--- config.mk ---
export PLATFORM = sky130hd
export DESIGN_NAME = led_counter_param_flat
export DESIGN_NICKNAME = d
export VERILOG_FILES = /design/src/rtl/led_counter_pkg.sv /design/src/rtl/led_counter_if.sv /design/src/rtl/led_prescaler.sv /design/src/rtl/led_counter_param.sv /design/src/flat_wrapper.sv
export SDC_FILE = /design/constraint.sdc
export NUM_CORES = 1
export LEC_CHECK = 0
export ABC_CLOCK_PERIOD_IN_PS = 2700
export BUFFER_PORTS_ARGS = -buffer_cell sky130_fd_sc_hd__buf_2
export CORE_ASPECT_RATIO = 0.9
export CORE_MARGIN = 2
export CORE_UTILIZATION = 44
export DETAILED_ROUTE_END_ITERATION = 6
export GPL_TIMING_DRIVEN = 0
export HOLD_SLACK_MARGIN = 0.15
export MAX_ROUTING_LAYER = met4
export PLACE_DENSITY = 0.66
export SYNTH_ARGS = -nofsm -noshare
export SYNTH_HDL_FRONTEND = slang
export SYNTH_SLANG_ARGS = --single-unit
--- constraint.sdc ---
create_clock -name clk -period 2.7 [get_ports clk]
set_clock_uncertainty 0.1 [all_clocks]
set_input_delay 0.54 -clock clk [delete_from_list [all_inputs] [get_ports clk]]
set_output_delay 0.54 -clock clk [all_outputs]
set_load 0.05 [all_outputs]
--- src/rtl/led_counter_pkg.sv ---
// Shared constants and helpers for the LED counter: mode encodings and a
// constant-foldable ceil(log2) used to size the prescale counter.
package led_counter_pkg;

  localparam logic [1:0] MODE_UP     = 2'd0;
  localparam logic [1:0] MODE_DOWN   = 2'd1;
  localparam logic [1:0] MODE_BOUNCE = 2'd2;
  localparam logic [1:0] MODE_HOLD   = 2'd3;

  // Returns ceil(log2(value)); 0 for value <= 1.
  function automatic int clog2(input int value);
    int v;
    int r;
    r = 0;
    v = value - 1;
    while (v > 0) begin
      r = r + 1;
      v = v >> 1;
    end
    return r;
  endfunction

endpackage

--- src/rtl/led_counter_if.sv ---
// Control and status bundle of the LED counter. The master drives the
// controls and observes the registered counter outputs; the counter is the slave.
interface led_counter_if #(
  parameter int WIDTH = 8
);
  import led_counter_pkg::*;

  logic             en;
  logic [1:0]       mode;
  logic             clear;
  logic             load;
  logic [WIDTH-1:0] load_val;
  logic [WIDTH-1:0] leds;
  logic             tc;
  logic             dir;

  modport master (
    output en, mode, clear, load, load_val,
    input  leds, tc, dir
  );

  modport slave (
    input  en, mode, clear, load, load_val,
    output leds, tc, dir
  );

endinterface

--- src/rtl/led_prescaler.sv ---
// Divides count steps down to one every PRESCALE running cycles. The phase
// freezes while run is low and is forced back to zero by restart.
module led_prescaler
  import led_counter_pkg::*;
#(
  parameter int PRESCALE = 1
) (
  input  logic clk,
  input  logic rst,
  input  logic run,
  input  logic restart,
  output logic tick
);

  localparam int CW = (clog2(PRESCALE) < 1) ? 1 : clog2(PRESCALE);
  localparam logic [CW-1:0] LAST = CW'(PRESCALE - 1);

  logic [CW-1:0] cnt_q;
  logic [CW-1:0] cnt_d;

  always_comb begin
    cnt_d = cnt_q;
    if (restart) begin
      cnt_d = '0;
    end else if (run) begin
      cnt_d = (cnt_q == LAST) ? '0 : cnt_q + 1'b1;
    end
  end

  always_ff @(posedge clk) begin
    if (rst) begin
      cnt_q <= '0;
    end else begin
      cnt_q <= cnt_d;
    end
  end

  assign tick = run && (cnt_q == LAST);

endmodule

--- src/rtl/led_counter_param.sv ---
// Parametrised LED bank counter: up, down, bounce or hold, with prescaled
// stepping, synchronous clear/load, a wrap limit and a terminal-count pulse.
module led_counter_param
  import led_counter_pkg::*;
#(
  parameter int WIDTH     = 8,
  parameter int MAX_COUNT = 2**WIDTH - 1,
  parameter int PRESCALE  = 1
) (
  input  logic          clk,
  input  logic          rst,
  led_counter_if.slave  bus
);

  if (WIDTH < 2 || MAX_COUNT < 1 || MAX_COUNT > (2**WIDTH) - 1 || PRESCALE < 1) begin : g_param_check
    $error("led_counter_param: illegal WIDTH/MAX_COUNT/PRESCALE combination");
  end

  localparam logic [WIDTH-1:0] MAX_V = WIDTH'(MAX_COUNT);
  localparam logic [WIDTH-1:0] ONE_V = WIDTH'(1);

  logic [WIDTH-1:0] leds_q, leds_d;
  logic             dir_q, dir_d;
  logic             tc_q, tc_d;
  logic [WIDTH-1:0] eff;
  logic             run;
  logic             step;

  assign run = bus.en && (bus.mode != MODE_HOLD);

  led_prescaler #(
    .PRESCALE (PRESCALE)
  ) u_prescaler (
    .clk     (clk),
    .rst     (rst),
    .run     (run),
    .restart (bus.clear | bus.load),
    .tick    (step)
  );

  // An out-of-range count is treated as sitting on the limit.
  assign eff = (leds_q > MAX_V) ? MAX_V : leds_q;

  always_comb begin
    leds_d = leds_q;
    dir_d  = dir_q;
    tc_d   = 1'b0;
    if (bus.clear) begin
      leds_d = '0;
      dir_d  = 1'b1;
    end else if (bus.load) begin
      leds_d = (bus.load_val > MAX_V) ? MAX_V : bus.load_val;
    end else if (step) begin
      case (bus.mode)
        MODE_UP: begin
          if (eff == MAX_V) begin
            leds_d = '0;
            tc_d   = 1'b1;
          end else begin
            leds_d = eff + ONE_V;
          end
        end
        MODE_DOWN: begin
          if (eff == '0) begin
            leds_d = MAX_V;
            tc_d   = 1'b1;
          end else begin
            leds_d = eff - ONE_V;
          end
        end
        MODE_BOUNCE: begin
          if (dir_q) begin
            if (eff == MAX_V) begin
              dir_d  = 1'b0;
              leds_d = MAX_V - ONE_V;
              tc_d   = 1'b1;
            end else begin
              leds_d = eff + ONE_V;
            end
          end else begin
            if (eff == '0) begin
              dir_d  = 1'b1;
              leds_d = ONE_V;
              tc_d   = 1'b1;
            end else begin
              leds_d = eff - ONE_V;
            end
          end
        end
        default: begin
          leds_d = leds_q;
        end
      endcase
    end
  end

  always_ff @(posedge clk) begin
    if (rst) begin
      leds_q <= '0;
      dir_q  <= 1'b1;
      tc_q   <= 1'b0;
    end else begin
      leds_q <= leds_d;
      dir_q  <= dir_d;
      tc_q   <= tc_d;
    end
  end

  assign bus.leds = leds_q;
  assign bus.tc   = tc_q;
  assign bus.dir  = dir_q;

endmodule

--- src/flat_wrapper.sv ---
// flat-port wrapper written by rule: the top's interface ports become plain ports
module led_counter_param_flat import led_counter_pkg::*;
#(
  parameter int WIDTH     = 8,
  parameter int MAX_COUNT = 2**WIDTH - 1,
  parameter int PRESCALE  = 1
)
  (clk, rst, bus_en, bus_mode, bus_clear, bus_load, bus_load_val, bus_leds, bus_tc, bus_dir);
  led_counter_if #(.WIDTH(WIDTH)) bus_i ();
  input  logic clk;
  input  logic rst;
  input wire logic [$bits(bus_i.en)-1:0] bus_en;
  input wire logic [$bits(bus_i.mode)-1:0] bus_mode;
  input wire logic [$bits(bus_i.clear)-1:0] bus_clear;
  input wire logic [$bits(bus_i.load)-1:0] bus_load;
  input wire logic [$bits(bus_i.load_val)-1:0] bus_load_val;
  output wire logic [$bits(bus_i.leds)-1:0] bus_leds;
  output wire logic [$bits(bus_i.tc)-1:0] bus_tc;
  output wire logic [$bits(bus_i.dir)-1:0] bus_dir;
  assign bus_i.en = bus_en;
  assign bus_i.mode = bus_mode;
  assign bus_i.clear = bus_clear;
  assign bus_i.load = bus_load;
  assign bus_i.load_val = bus_load_val;
  assign bus_leds = bus_i.leds;
  assign bus_tc = bus_i.tc;
  assign bus_dir = bus_i.dir;
  led_counter_param #(.WIDTH(WIDTH), .MAX_COUNT(MAX_COUNT), .PRESCALE(PRESCALE)) u_core (.clk(clk), .rst(rst), .bus(bus_i));
endmodule
# Word-level counts from Yosys, hierarchy flattened

Cells that the tools add are included.

Magnitude comparators: 2
Eq/ne operators: 4
Add/sub/neg operators: 3
Reduce and logical (&&, ||, !) cells: 11
Multiplexer cells: 17
Bitwise gates (word level): 4

Operators with widths:

| operator                                              | count |
|---|---|
| 2-to-1 mux 8 bit                                      | 9 |
| case mux 8 bit (3 select lines)                       | 1 |
| greater-than comparator 8 bit (second input constant) | 2 |
| adder 8 x 1 -> 8 bit (second input constant)          | 1 |
| equality test 8 bit (second input constant)           | 1 |
| logical NOT 8 bit                                     | 1 |
| subtractor 8 x 1 -> 8 bit (second input constant)     | 1 |
| 2-to-1 mux 1 bit                                      | 6 |
| nonzero test 4 bit                                    | 1 |
| OR reduction 2 bit                                    | 2 |
| OR reduction 4 bit                                    | 1 |
| NOT 1 bit                                             | 3 |
| case mux 1 bit (3 select lines)                       | 1 |
| AND reduction 3 bit                                   | 1 |
| equality test 2 x 1 -> 1 bit (second input constant)  | 1 |
| equality test 2 bit (second input constant)           | 1 |
| logical AND 1 bit                                     | 2 |
| logical NOT 2 bit                                     | 1 |
| inequality test 2 bit (second input constant)         | 1 |
| AND reduction 2 bit                                   | 1 |
| nonzero test 2 bit                                    | 1 |
| adder 1 bit (second input constant)                   | 1 |
| OR 1 bit                                              | 1 |

Flip-flop bits (word level): 11
Bits of input ports: 15
Output and inout bits: 10

# Logic depth before layout (Yosys ltp)

Word-level depth: 8
Mapped depth: 8
Gate-level depth less buffers: 7

# Cells and area by module

From an unflattened synthesis, not the netlist that was laid out.

Cells, all modules: 191
Area, all modules: 1340.0 um2

By module, submodules not included:

| module            | times used | sequential area each (um2) | cells an instance | area each (um2) |
|---|---|---|---|---|
| led_counter_param | 1          | 200.2                      | 190               | 1332.5 |
| led_prescaler     | 1          | 0.0                        | 1                 | 7.5 |

# Worst setup path after synthesis

Ideal clock, no wire load.

Path type: flip-flop to flip-flop
Start point: reg u_core.leds_q[0], in the netlist u_core.bus.leds[0]
End point: reg u_core.leds_q[6], in the netlist u_core.bus.leds[6]
Required time: 2526 ps
Arrival: 2127 ps
Path buffers: 1
Path slack: 399 ps
Setup time: 74 ps
Clock period less this slack: 2301 ps
Cell stages (with the launch flop): 9
Cell sequence: dfxtp_1 -> buf_6 -> inv_1 -> ha_1 -> nor3b_2 -> nand2_1 -> o311a_1 -> a211o_1 -> a31oi_1

Cells in the longest elaborated chain, start to end: 8
Elaborated cells between the ends (all ways): 14
Those cells by class: add/sub (2); order compare (1); eq/ne (1); mux (9); reduce/logical (1)

RTL lines:

| what                                              | RTL line                                         | RTL |
|---|---|---|
| start, declared                                   | led_counter_param.sv:22                          | `logic [WIDTH-1:0] leds_q, leds_d;` |
| start signal, assigned                            | led_counter_param.sv:103                         | `leds_q <= leds_d;` |
| greater-than comparator 8 bit                     | led_counter_param.sv:42                          | `assign eff = (leds_q > MAX_V) ? MAX_V : leds_q;` |
| 2-to-1 mux 8 bit *                                | led_counter_param.sv:42                          |  |
| subtractor 8 x 1 -> 8 bit (tied with other cells) | led_counter_param.sv:68, led_counter_param.sv:86 |  |
| 2-to-1 mux 8 bit, on equally long branches        | led_counter_param.sv:81, led_counter_param.sv:73 |  |
| 2-to-1 mux 8 bit                                  | led_counter_param.sv:72                          | `if (dir_q) begin` |
| case mux 8 bit (3 select lines) *                 | led_counter_param.sv:54                          | `case (bus.mode)` |
| 2-to-1 mux 8 bit *                                | led_counter_param.sv:53                          | `end else if (step) begin` |
| 2-to-1 mux 8 bit *                                | led_counter_param.sv:51                          | `end else if (bus.load) begin` |

Every way passes the cells marked *; elsewhere a longest branch is shown, timed or not. The select of a mux whose other input is x is not followed.
A chain may end at the register's enable or synchronous reset.

# Worst setup path after layout

Start point: reg u_core.leds_q[0], in the netlist u_core.bus.leds[0]
End point: reg u_core.leds_q[3], in the netlist u_core.bus.leds[3]

The elaborated chain is that of the path after synthesis.

==> summary.md <==
| Metric | Value |
|---|---|
| Leak Pwr | `a little under 0.6 nW` |
| Worst Reg-to-Reg Cells | `8` |
| Remaining DRCs | `0` |
| Launching element type of the critical path | `register` |
| Worst R2R End | `u_core.bus.leds[3]` |
| Unique masters post-synth | `50` |
| DP Area | `1391 um2` |
| Final Hold Viols | `0` |
| DRT Pass-1 Iters | `7` |
| RSZ-0062 raised after global routing | `false` |
| DR WL/cell | `about 18 um` |
| Worst min-delay path endpoint | `u_core.bus.leds[3]` |
| Pin count of the biggest net entering global routing | `11` |
| #FFs+latches synth | `10` |
| Hold Startpoint | `bus_load_val[3]` |
| Slew HR | `around 57%` |
| Setup violators final | `0` |
| GP Congestion | `around 0.95` |
| CP cell instances | `buf_6 -> inv_1 -> ha_1 -> nor3b_2 -> nand2_1 -> a22o_1 -> a221oi_1 -> o41ai_1` |
| Final worst path period need | `2.547 ns` |
| Initial antenna violation count | `0` |
| Worst EP arrival | `2.59 ns` |
| Syn_nets | `193` |
| Worst skew pair latency | `approximately 0.28 ns` |
| Cell Area, Synth | `1234 um2` |
| Worst path required time | `2.74 ns` |
| Crit Path Class | `register to register` |
| Min-delay worst type | `input port to register` |
| Fin crit share | `94.32%` |
| Number of gates resized after CTS | `0` |
| Overall global routing resource usage | `28.17%` |
| Chip width | `between 50 and 60 um` |
| Cts bufs inserted | `3` |
| Die area | `3244 um2` |
| Post-synth ARST share | `0%` |
| Initial DRC Count | `93` |
| Synth warn | `0` |
| Global route overflow | `0` |
| Setup TNS | `0 ns` |
| Worst-Margin Slew | `0.6420 ns` |
| Prevailing post-synth register cell | `dfxtp_1` |
| Seq/Total Area, Yosys | `about 16%` |
| Design area | `1414 um2` |
| Slowest-stage cell, CP | `nor3b_2` |
| First-pass GRT wire length | `6596 um` |
| Fmax | `0.3927 GHz` |
| Cell chosen for the clock root | `clkbuf_4` |
| Setup crit end kind | `register` |
| Worst slack at placement | `0.006085 ns` |
| CTS tree | `yes` |
| Starting Density | `45.65%` |
| Synth area leaders | `dfxtp_1 (16%), ha_1 (6.1%), o21ai_0 (5.7%), nor2_1 (4.3%), a21oi_1 (4.1%)` |
| Die height | `about 54 um` |
| CTS Buffer Depth | `2` |
| CTS clock-pin slew for the worst setup and hold paths | `0.07 ns` |
| Row count | `18` |
| Routed WL | `4101 um` |
| Antenna diodes | `0` |
| Max H-tree Level | `1` |
| Post-route ant nets | `0` |
| FF-to-FF Start | `u_core.bus.leds[0]` |
| CP max FO | `8` |
| Status | `complete, no violations` |
| Core region area | `2703 um2` |
| Mapped Cells | `172` |
| Max_cap viols | `0` |
| Post-CTS Hold Buffers | `0` |
| Share of post-route cells with drive strength above 1 | `21.11%` |
| Layout Nets | `222` |
| Post-DP HPWL | `about 3000 um` |
| Number of synthesized flops with an enable pin | `0` |
| Post-synth top area share | `16.23%` |
| Ports | `25` |
| Peak VDD IR | `0.1962 mV` |
| Mean number of vias per cell | `6.707` |
| Clk sinks | `10` |
| P&R area growth vs syn | `14.60%` |
| Crit path largest cell delay | `0.52 ns` |
| Input/output buffers | `24` |
| Number of buffers added for setup after CTS | `0` |
| R2r setup slk | `0.15 ns` |
| Top cell type by total area after synthesis | `dfxtp_1` |
| Total power per unit cell area | `~330 nW/um2` |
| Vias in the first global route | `1371` |
| Vias | `1536` |
| Synthesized area per cell | `7.173 um2` |
| Final worst slack | `0.1533 ns` |
| Pins Over Slew Limit | `0` |
| Hold Path Depth | `3` |
[report_power, final]
part	switching [mW]	leakage, nW	internal [mW]	total [mW]
logic	0.127	0.485	0.0689	0.196
registers	0.00957	0.0815	0.153	0.163
clock network	0.0616	0.0138	0.0517	0.113
[Yosys cell counts, types with 2 or more instances]
cell      number
a211oi_1       6
xor2_1         2
or2_2          3
nor3_1         3
a31oi_1        5
nand3_1        9
nor2_1        14
o221ai_1       3
and3_1         3
a22oi_1        3
o22ai_1        3
a31o_2         3
o21ai_0       14
dfxtp_1       10
ha_1           6
o31ai_1        3
a21oi_1       10
o41ai_1        2
nor2b_1        2
nand4_1        2
clkbuf_1      10
nand2b_1       2
o211ai_1       4
mux2i_1        2
inv_1         10
a311o_1        2
o311a_1        2
nand2_1       12
[per-stage QoR]
step	utilization (%)	instances	hold slack (ns)	total power, mW
floorplan	-	172	0.5755	0.3030
global placement	51.48	226	0.5661	0.3534
detailed placement	51.48	226	0.5701	0.3563
CTS	52.31	229	0.3987	0.4680
global route	52.31	229	0.4438	0.5009
finish	52.31	229	0.3989	0.4717
[worst max-delay path by stage]
stage	cells after the start	slack, ns	end	startpoint
after detailed placement	9	0.006	u_core.bus.leds[0]	bus_mode[0]
after floorplan	8	0.40	u_core.bus.leds[6]	u_core.bus.leds[0]
final	8	0.15	u_core.bus.leds[3]	u_core.bus.leds[0]
after CTS	8	0.23	u_core.bus.leds[3]	u_core.bus.leds[0]
after global placement	9	0.02	u_core.bus.leds[0]	bus_mode[0]
after global routing	8	0.002	u_core.bus.leds[3]	u_core.bus.leds[0]
[sequential cells by signal, indices dropped and copies added, names as in the netlist]
register         flops
u_core.bus.dir       1
u_core.bus.tc        1
u_core.bus.leds      8
[logic make-up (layout without fill, tap and decap cells)]
| family | Yosys count | in the layout | synth area share [%] |
|---|---|---|---|
| AOI/OAI and AO/OA | 69 | 69 | 39.56 |
| and+or+nand+nor | 58 | 58 | 26.06 |
| buffers and inverters | 24 | 51 | 8.317 |
| DFF | 10 | 10 | 16.23 |
| adders and majority gates | 6 | 6 | 6.085 |
| xor gates and xnor gates | 3 | 3 | 2.130 |
| muxes | 2 | 2 | 1.623 |
[per-layer routing]
metal	vias to the layer above	part of all wire [%]	global-route usage, %	routed length [um]
met2	105	45	43.30	1834
met5	-	0	-	0
met4	0	0.71	7.037	29
li1	715	-	-	-
met1	712	42	37.07	1707
met3	4	13	7.092	528
[cell type report]
type / instances / area (um2)
Buffer: 13 / 61.31
Multi-Input combinational cell: 138 / 930.9
Tap cell: 30 / 37.54
Sequential cell: 10 / 200.2
Timing Repair Buffer: 24 / 120.1
Fill cell: 277 / 1289
Clock buffer: 3 / 22.52
Inverter: 11 / 41.29
[cells in the final DEF, fill, tap and decap left out, types with 2 or more instances in the layout]
master	instances
o41ai_1	2
nand3_1	9
nand2b_1	2
a31o_2	3
and3_1	3
ha_1	6
a311o_1	2
or2_2	3
clkbuf_1	10
buf_2	25
inv_1	10
a31oi_1	5
a21oi_1	10
o211ai_1	4
dfxtp_1	10
xor2_1	2
o21ai_0	14
nand4_1	2
o221ai_1	3
nand2_1	12
o311a_1	2
o31ai_1	3
mux2i_1	2
nor2b_1	2
nor2_1	14
clkbuf_4	3
nor3_1	3
a22oi_1	3
a211oi_1	6
o22ai_1	3
[critical path, delay by kind of cell (launching register included)]
kind	cells	cell delay [ns]
compound gates	3	0.69
fa+ha+maj	1	0.25
buf+inv	2	0.19
flops	1	0.34
simple gates	2	0.83
No activity file was read; power rests on OpenSTA's default activity.
